## config.mk

```make
export PLATFORM = sky130hd
export DESIGN_NAME = pipe_stage_reg_flat
export DESIGN_NICKNAME = d
export VERILOG_FILES = /design/src/rtl/pipe_pkg.sv /design/src/rtl/pipe_stage_reg_if.sv /design/src/rtl/pipe_stage_reg.sv /design/src/flat_wrapper.sv
export SDC_FILE = /design/constraint.sdc
export NUM_CORES = 1
export LEC_CHECK = 0
export BUFFER_PORTS_ARGS = -buffer_cell sky130_fd_sc_hd__clkbuf_2
export CORE_MARGIN = 4
export CORE_UTILIZATION = 51
export CTS_BUF_LIST = sky130_fd_sc_hd__clkbuf_16
export CTS_CLUSTER_DIAMETER = 50
export CTS_CLUSTER_SIZE = 25
export DETAILED_ROUTE_END_ITERATION = 7
export GPL_TIMING_DRIVEN = 0
export PLACE_DENSITY = 0.85
export SYNTH_ARGS = -nofsm -noshare
export SYNTH_HDL_FRONTEND = slang
export SYNTH_SLANG_ARGS = --single-unit
```

## constraint.sdc

```tcl
create_clock -name clk -period 3.4 [get_ports clk]
set_input_delay 0.34 -clock clk [delete_from_list [all_inputs] [get_ports clk]]
set_output_delay 0.34 -clock clk [all_outputs]
set_load 0.05 [all_outputs]
```

## src/rtl/pipe_pkg.sv

```systemverilog
`default_nettype none
// ============================================================================
// Module      : pipe_pkg
// Description : Shared types for the handshaked pipeline stage registers:
//               skid FSM state encoding, per-stage payload structs and the
//               canonical NOP instruction used as a reset/flush payload.
// Revision    : 1.0 - initial release
// ============================================================================
package pipe_pkg;

    // Occupancy of a stage: nothing, main register only, main plus skid
    typedef enum logic [1:0] {
        EMPTY = 2'd0,
        ONE   = 2'd1,
        FULL  = 2'd2
    } pipe_state_e;

    // IF/ID payload: fetch PC followed by the fetched instruction word
    typedef struct packed {
        logic [31:0] pc;
        logic [31:0] instr;
    } if_id_t;

    // addi x0, x0, 0 - inserted by stages that reset or flush to a bubble
    localparam logic [31:0] NOP_INSTR = 32'h0000_0013;

endpackage : pipe_pkg
`default_nettype wire

```

## src/rtl/pipe_stage_reg_if.sv

```systemverilog
`default_nettype none
// ============================================================================
// Module      : pipe_stage_reg_if
// Description : Valid/ready pipeline stage bundle. The slave modport is the
//               stage register itself; the master modport is the surrounding
//               logic that feeds it upstream and drains it downstream.
// Revision    : 1.0 - initial release
// ============================================================================
interface pipe_stage_reg_if
    import pipe_pkg::*;
#(
    parameter int DATA_W = $bits(if_id_t)
);
    logic              flush;
    logic              in_valid;
    logic              in_ready;
    logic [DATA_W-1:0] in_data;
    logic              out_valid;
    logic              out_ready;
    logic [DATA_W-1:0] out_data;

    modport slave (
        input  flush,
        input  in_valid,
        output in_ready,
        input  in_data,
        output out_valid,
        input  out_ready,
        output out_data
    );

    modport master (
        output flush,
        output in_valid,
        input  in_ready,
        output in_data,
        input  out_valid,
        output out_ready,
        input  out_data
    );

endinterface : pipe_stage_reg_if
`default_nettype wire

```

## src/rtl/pipe_stage_reg.sv

```systemverilog
`default_nettype none
// ============================================================================
// Module      : pipe_stage_reg
// Description : Handshaked pipeline stage register with synchronous flush.
//               Default build is a single register whose in_ready is
//               combinational on out_ready. Defining PIPE_STAGE_SKID_EN adds
//               a skid register so in_ready comes only from stage state.
// Revision    : 1.0 - initial release
// ============================================================================
module pipe_stage_reg
    import pipe_pkg::*;
#(
    parameter int                DATA_W    = $bits(if_id_t),
    parameter logic [DATA_W-1:0] RESET_VAL = '0
) (
    input  wire logic         clk,
    input  wire logic         rstn,
    pipe_stage_reg_if.slave   bus
);

    logic              r_valid;
    logic [DATA_W-1:0] r_data;
    logic              w_up_xfer;
    logic              w_dn_xfer;

    assign w_up_xfer     = bus.in_valid && bus.in_ready;
    assign w_dn_xfer     = r_valid && bus.out_ready;
    assign bus.out_valid = r_valid;
    assign bus.out_data  = r_data;

`ifdef PIPE_STAGE_SKID_EN

    pipe_state_e       r_state;
    pipe_state_e       w_state_nxt;
    logic [DATA_W-1:0] r_skid_data;
    logic              w_load_main;
    logic              w_main_from_skid;
    logic              w_load_skid;

    // Only a full skid blocks upstream, so in_ready never sees out_ready
    assign bus.in_ready = (r_state != FULL);
    assign r_valid      = (r_state != EMPTY);

    // State register plus main/skid payload registers
    always_ff @(posedge clk or negedge rstn) begin
        if (!rstn) begin
            r_state     <= EMPTY;
            r_data      <= RESET_VAL;
            r_skid_data <= '0;
        end else begin
            r_state <= w_state_nxt;
            if (bus.flush) begin
                r_data <= RESET_VAL;
            end else if (w_load_main) begin
                r_data <= bus.in_data;
            end else if (w_main_from_skid) begin
                r_data <= r_skid_data;
            end
            if (w_load_skid) begin
                r_skid_data <= bus.in_data;
            end
        end
    end

    // Next state and payload steering; flush empties the stage from any state
    always_comb begin
        w_state_nxt      = r_state;
        w_load_main      = 1'b0;
        w_main_from_skid = 1'b0;
        w_load_skid      = 1'b0;
        if (bus.flush) begin
            w_state_nxt = EMPTY;
        end else begin
            case (r_state)
                EMPTY: begin
                    if (w_up_xfer) begin
                        w_state_nxt = ONE;
                        w_load_main = 1'b1;
                    end
                end
                ONE: begin
                    if (w_up_xfer && w_dn_xfer) begin
                        w_load_main = 1'b1;
                    end else if (w_up_xfer) begin
                        // Downstream stalled: park the new beat behind main
                        w_state_nxt = FULL;
                        w_load_skid = 1'b1;
                    end else if (w_dn_xfer) begin
                        w_state_nxt = EMPTY;
                    end
                end
                FULL: begin
                    if (w_dn_xfer) begin
                        w_state_nxt      = ONE;
                        w_main_from_skid = 1'b1;
                    end
                end
                default: begin
                    w_state_nxt = EMPTY;
                end
            endcase
        end
    end

`else

    // The register can take a beat whenever its current one is leaving
    assign bus.in_ready = !r_valid || bus.out_ready;

    // Single payload register; data holds when the beat drains without refill
    always_ff @(posedge clk or negedge rstn) begin
        if (!rstn) begin
            r_valid <= 1'b0;
            r_data  <= RESET_VAL;
        end else if (bus.flush) begin
            r_valid <= 1'b0;
            r_data  <= RESET_VAL;
        end else if (w_up_xfer) begin
            r_valid <= 1'b1;
            r_data  <= bus.in_data;
        end else if (w_dn_xfer) begin
            r_valid <= 1'b0;
        end
    end

`endif

endmodule : pipe_stage_reg
`default_nettype wire

```

## src/flat_wrapper.sv

```systemverilog
// flat-port wrapper written by rule: the top's interface ports become plain ports
module pipe_stage_reg_flat import pipe_pkg::*;
#(
    parameter int                DATA_W    = $bits(if_id_t),
    parameter logic [DATA_W-1:0] RESET_VAL = '0
)
  (clk, rstn, bus_flush, bus_in_valid, bus_in_ready, bus_in_data, bus_out_valid, bus_out_ready, bus_out_data);
  pipe_stage_reg_if #(.DATA_W(DATA_W)) bus_i ();
  input  wire logic clk;
  input  wire logic rstn;
  input wire logic [$bits(bus_i.flush)-1:0] bus_flush;
  input wire logic [$bits(bus_i.in_valid)-1:0] bus_in_valid;
  output wire logic [$bits(bus_i.in_ready)-1:0] bus_in_ready;
  input wire logic [$bits(bus_i.in_data)-1:0] bus_in_data;
  output wire logic [$bits(bus_i.out_valid)-1:0] bus_out_valid;
  input wire logic [$bits(bus_i.out_ready)-1:0] bus_out_ready;
  output wire logic [$bits(bus_i.out_data)-1:0] bus_out_data;
  assign bus_i.flush = bus_flush;
  assign bus_i.in_valid = bus_in_valid;
  assign bus_in_ready = bus_i.in_ready;
  assign bus_i.in_data = bus_in_data;
  assign bus_out_valid = bus_i.out_valid;
  assign bus_i.out_ready = bus_out_ready;
  assign bus_out_data = bus_i.out_data;
  pipe_stage_reg #(.DATA_W(DATA_W), .RESET_VAL(RESET_VAL)) u_core (.clk(clk), .rstn(rstn), .bus(bus_i));
endmodule
```

==> results of run 1 <==
## state kept, by name, summed over array words and instances, names as in the netlist
name                  cells
u_core.bus.out_data      64
u_core.bus.out_valid      1
## power groups by stage
stage | logic (uW) | registers, uW | clock network (uW)
global placement | 417 | 851 | 0
finish | 421 | 841 | 859
CTS | 424 | 841 | 871
floorplan | 138 | 1000 | 0
detailed placement | 423 | 853 | 0
global route | 452 | 846 | 911
## kinds of logic after synthesis
| logic type | count (synthesis) |
|---|---|
| AOI/OAI and AO/OA | 129 |
| buffers and inverters | 36 |
| DFF | 65 |
| and+or+nand+nor | 65 |
## cell type report
cell class / count / share of cell area
Multi-Input combinational cell: 194 / 0.312
Sequential cell: 65 / 0.391
Inverter: 1 / 0.000902
Clock buffer: 9 / 0.0541
Tap cell: 75 / 0.0225
Clock inverter: 7 / 0.0129
Buffer: 35 / 0.0469
Timing Repair Buffer: 132 / 0.159
## cell usage after synthesis, drive strengths merged
| master | number | share of area |
|---|---|---|
| dfrtp | 65 | 0.52 |
| a21bo | 64 | 0.20 |
| buf | 28 | 0.054 |
| nand2b | 1 | 0.0044 |
| clkbuf | 7 | 0.0084 |
| inv | 1 | 0.0012 |
| nand3 | 64 | 0.10 |
| a21oi | 65 | 0.10 |
## cells in the final DEF, fill, tap and decap left out
master,instances
buf_6,5
clkinv_1,3
buf_2,21
clkbuf_4,1
dfrtp_1,65
a21bo_2,30
bufinv_16,1
clkbuf_1,7
nand3_1,64
nand2b_4,1
inv_1,3
clkbuf_16,9
a21oi_1,65
clkbuf_2,131
clkinv_2,1
buf_1,2
a21bo_1,34
## worst paths after layout
path	end	slack [ps]
setup / recovery	bus_in_ready	1520
hold / removal	u_core.bus.out_data[12]	150
setup reg to reg	u_core.bus.out_data[9]	2060
hold reg to reg	u_core.bus.out_data[16]	640
max in group asynchronous	u_core.bus.out_data[3]	2690
min in group clk	u_core.bus.out_data[10]	240
## stage by stage
| stage | instances | hold slack [ps] |
|---|---|---|
| finish | 518 | 148 |
| global route | 518 | 241 |
| CTS | 518 | 201 |
| detailed placement | 502 | 541 |
| global placement | 502 | 570 |
| floorplan | 295 | 44.4 |
## per-layer routing
metal  wire length [um]  part of all wire  global-route usage
met5                  0                 0                   0
met4                 81            0.0098              0.0708
met3                602             0.073              0.0504
met2               4070              0.49               0.376
met1               3490              0.42               0.310
==> impl_metrics.env, run 1 <==
export IMPL_synth_compound_area_frac=0.309
export IMPL_fill_cells=455
export IMPL_synth_seq_area_share=0.520
export IMPL_antennaDiodeCount=0
export IMPL_final_util=0.703
export IMPL_die_area_sq_mm=0.00745
export IMPL_crit_path_top_delay_cell="dfrtp_1"
export IMPL_intPower_uw=1500
export IMPL_ant_nets=0
export IMPL_synth_xor_area_frac=0
export IMPL_gp_congestion=0.801
export IMPL_rr_worst_depth=4
export IMPL_cts_max_path_buffers=2
export IMPL_grt_use_total=0.230
export IMPL_cts_sinks=65
export IMPL_synth_top_family_by_area="compound AO/OA/AOI/OAI gates"
export IMPL_cts_setup_buffers=0
export IMPL_path_depth=4
export IMPL_synthAdderAreaFrac=0
export IMPL_area_growth_pct=33.1
export IMPL_cts_made_buffers=9
export IMPL_seq_area_sq_mm=0.00163
export IMPL_crit_path_max_fanout=10
export IMPL_p_leak_uw=0.00214
export IMPL_multi_input_area_sq_mm=0.00130
export IMPL_antenna_found_initial=0
export IMPL_fin_crit_sh=0.554
export IMPL_drt_total_wl_um=8250
export IMPL_start_util=0.528
export IMPL_via_per_inst=5.44
export IMPL_ys_types=11
export IMPL_power_density_mw_per_mm2=510
export IMPL_rows=28
export IMPL_maxCapViolCount=0
export IMPL_p_sw_uw=622
export IMPL_nets=507
export IMPL_drive_above_1_share=0.451
export IMPL_synth_warnings=0
export IMPL_fin_area_sq_mm=0.00416
export IMPL_critical_path_class="reg2out"
export IMPL_synth_mux_area_fraction=0
export IMPL_cts_resized=0
export IMPL_fin_skew_ps=3.31
export IMPL_core_area_sq_mm=0.00592
export IMPL_cts_tree="yes"
export IMPL_io_buffers=132
export IMPL_fin_ws_ps=1520
export IMPL_drc_errors=0
export IMPL_critPathLaunchType="register"
export IMPL_first_global_vias=2849
export IMPL_power_uw=2120
export IMPL_relSlewSlack=0.423
export IMPL_critical_path_top_delay_family="buffers and inverters"
export IMPL_fin_tns_setup_ps=0
export IMPL_wl_per_cell_um=15.9
export IMPL_hold_buffers=0
export IMPL_arrival_ps=1540
export IMPL_path_buf_inv=3
export IMPL_grt_max_degree=66
export IMPL_cp_cell_sequence="nand2b_4 > buf_6 > buf_2 > clkbuf_2"
export IMPL_critPathMaxStageDelay_ps=420
export IMPL_dp_hpwl_um=5990
export IMPL_clkPwrFrac=0.405
export IMPL_die_h_um=86.3
export IMPL_timing_final_max_slew_violations=0
export IMPL_rsz0062_at_grt="false"
export IMPL_dr_pass1_iters=4
export IMPL_netlist_area_sq_mm=0.00313
export IMPL_syn_inst=295
export IMPL_clock_fmax_mhz=531
export IMPL_ios=135
export IMPL_tightest_slew_ps=865
export IMPL_finalCriticalPeriod_ps=1880
export IMPL_hold_class="in2async"
export IMPL_run_status="complete, no violations"
export IMPL_placed_cell_area_sq_mm=0.00388
export IMPL_ys_ff_latch=65
export IMPL_combPwrFrac=0.198
export IMPL_ir_drop_mv=0.359
export IMPL_grt_pass1_wl_um=13600
export IMPL_clock_latency_ps=320
export IMPL_cts_htree_levels=3
export IMPL_switching_share=0.293
export IMPL_synth_nets=364
export IMPL_hold_viol=0
export IMPL_crit_start="u_core.bus.out_valid"
export IMPL_vias=2816
export IMPL_path_clk_slew_ps=50
export IMPL_seq_power_share=0.397
export IMPL_required_ps=3060
export IMPL_end_kind="output port"
export IMPL_root_buffer="clkbuf_16"
export IMPL_synthSimpleGateAreaFrac=0.107
export IMPL_fp_dieW_um=86.3
export IMPL_worstReg2RegStart="u_core.bus.out_valid"
export IMPL_avgSynthCellArea_sq_um=10.6
export IMPL_dpl_worst_slack_ps=1830
export IMPL_grt_overflow=0
export IMPL_drt_initial_drc_count=130
export IMPL_setup_viol=0
(Power assumes the default switching activity.)
==> run 2, diff against run 1 <==
--- a/config.mk
+++ b/config.mk
@@ -7,13 +7,13 @@
 export LEC_CHECK = 0
 export BUFFER_PORTS_ARGS = -buffer_cell sky130_fd_sc_hd__clkbuf_2
 export CORE_MARGIN = 4
-export CORE_UTILIZATION = 51
+export CORE_UTILIZATION = 48
 export CTS_BUF_LIST = sky130_fd_sc_hd__clkbuf_16
 export CTS_CLUSTER_DIAMETER = 50
 export CTS_CLUSTER_SIZE = 25
 export DETAILED_ROUTE_END_ITERATION = 7
 export GPL_TIMING_DRIVEN = 0
-export PLACE_DENSITY = 0.85
+export PLACE_DENSITY = 0.81
 export SYNTH_ARGS = -nofsm -noshare
 export SYNTH_HDL_FRONTEND = slang
 export SYNTH_SLANG_ARGS = --single-unit
==> constraint.sdc (replaced) <==
create_clock -name clk -period 1.83 [get_ports clk]
set_input_delay 0.183 -clock clk [delete_from_list [all_inputs] [get_ports clk]]
set_output_delay 0.183 -clock clk [all_outputs]
set_load 0.05 [all_outputs]
==> impl_metrics.env, run 2 (synthesized netlist as in run 1, its figures left out) <==
export IMPL_run_status="complete, no violations"
export IMPL_maxCapViolCount=0
export IMPL_rows=29
export IMPL_hold_buffers=0
export IMPL_cts_setup_buffers=0
export IMPL_p_leak_uw=0.00212
export IMPL_dr_pass1_iters=4
export IMPL_start_util=0.492
export IMPL_setup_viol=0
export IMPL_fill_cells=520
export IMPL_clock_latency_ps=320
export IMPL_die_area_sq_mm=0.00787
export IMPL_die_h_um=88.7
export IMPL_cts_made_buffers=9
export IMPL_tightest_slew_ps=912
export IMPL_fin_area_sq_mm=0.00413
export IMPL_fin_crit_sh=0.936
export IMPL_fin_skew_ps=3.22
export IMPL_drc_errors=0
export IMPL_final_cells=517
export IMPL_fin_tns_setup_ps=0
export IMPL_cts_max_path_buffers=2
export IMPL_seq_power_share=0.416
export IMPL_ir_drop_mv=0.569
export IMPL_crit_start="u_core.bus.out_valid"
export IMPL_antenna_found_initial=0
export IMPL_combPwrFrac=0.209
export IMPL_mostFrequentLayoutCell="clkbuf_2"
export IMPL_crit_path_max_fanout=10
export IMPL_arrival_ps=1530
export IMPL_largest_reg_flops=64
export IMPL_required_ps=1650
export IMPL_power_uw=3750
export IMPL_hold_viol=0
export IMPL_p_sw_uw=1120
export IMPL_antennaDiodeCount=0
export IMPL_grt_max_degree=66
export IMPL_ant_nets=0
export IMPL_first_global_vias=2843
export IMPL_fin_ws_ps=117
export IMPL_root_buffer="clkbuf_16"
export IMPL_via_per_inst=5.33
export IMPL_area_growth_pct=32.0
export IMPL_critPathLaunchType="register"
export IMPL_dpl_worst_slack_ps=447
export IMPL_gp_congestion=0.768
export IMPL_power_density_mw_per_mm2=909
export IMPL_grt_use_total=0.213
export IMPL_critical_path_class="reg2out"
export IMPL_intPower_uw=2630
export IMPL_cts_sinks=65
export IMPL_clock_fmax_mhz=584
export IMPL_rsz0062_at_grt="false"
export IMPL_timing_final_max_slew_violations=0
export IMPL_placed_cell_area_sq_mm=0.00388
export IMPL_worstReg2RegStart="u_core.bus.out_valid"
export IMPL_dp_cells=504
export IMPL_end_kind="output port"
export IMPL_layout_common_cells="clkbuf_2 (131), a21oi_1 (65), dfrtp_1 (65)"
export IMPL_cts_resized=0
export IMPL_cts_tree="yes"
export IMPL_ios=135
export IMPL_io_buffers=132
export IMPL_grt_pass1_wl_um=13100
export IMPL_hold_class="in2async"
export IMPL_clkPwrFrac=0.375
export IMPL_wl_per_cell_um=15.8
export IMPL_drt_total_wl_um=8170
export IMPL_vias=2755
export IMPL_drive_above_1_share=0.450
export IMPL_drt_initial_drc_count=108
export IMPL_relSlewSlack=0.392
export IMPL_path_clk_slew_ps=50
export IMPL_core_area_sq_mm=0.00635
export IMPL_nets=507
export IMPL_switching_share=0.299
export IMPL_cts_htree_levels=3
export IMPL_fp_dieW_um=88.7
export IMPL_grt_overflow=0
export IMPL_finalCriticalPeriod_ps=1710
export IMPL_dp_hpwl_um=5900
[run 2: power groups by stage]
| stage | Combinational (uW) | Sequential (uW) | Clock (uW) |
|---|---|---|---|
| finish | 783 | 1560 | 1410 |
| global route | 840 | 1570 | 1520 |
| CTS | 789 | 1560 | 1440 |
| detailed placement | 788 | 1580 | 0 |
| global placement | 776 | 1580 | 0 |
| floorplan | 256 | 1860 | 0 |
[run 2: per-stage QoR]
step,hold WS (ps),utilization
after CTS,45.1,0.650
after global placement,414,0.611
final,19.1,0.650
after detailed placement,385,0.612
after floorplan,-113,-
after global routing,77.7,0.650
[run 2: critical path: stages, from the launching register on]
cell and delay, ps:
dfrtp_1 410, nand2b_4 110, buf_6 160, buf_2 230
clkbuf_2 310
[run 2: metal layers]
| layer | GRT usage | vias to the layer above | part of all wire |
|---|---|---|---|
| li1 | - | 1341 | - |
| met1 | 0.281 | 1299 | 0.44 |
| met2 | 0.337 | 107 | 0.46 |
| met3 | 0.0726 | 8 | 0.088 |
| met4 | 0.0536 | 0 | 0.0086 |
| met5 | 0 | - | 0 |
[run 2: layout make-up]
type                            count  area (sq um)  area share
Sequential cell                    65          1630       0.394
Multi-Input combinational cell    194          1300       0.315
Timing Repair Buffer              132           663       0.161
Clock buffer                        9           225      0.0546
Buffer                             35           195      0.0473
Tap cell                           77          96.3      0.0234
Clock inverter                      4          15.0     0.00364
Inverter                            1          3.75    0.000910
[run 2: final timing paths]
check | slack (ps) | depth (start not counted) | endpoint
worst max-delay path | 120 | 4 | bus_in_ready
worst min-delay path | 20 | 1 | u_core.bus.out_data[12]
worst max register to register | 540 | 4 | u_core.bus.out_data[8]
worst min register to register | 640 | 2 | u_core.bus.out_data[12]
max in group asynchronous | 1220 | 1 | u_core.bus.out_data[41]
min in group clk | 90 | 3 | u_core.bus.out_data[23]
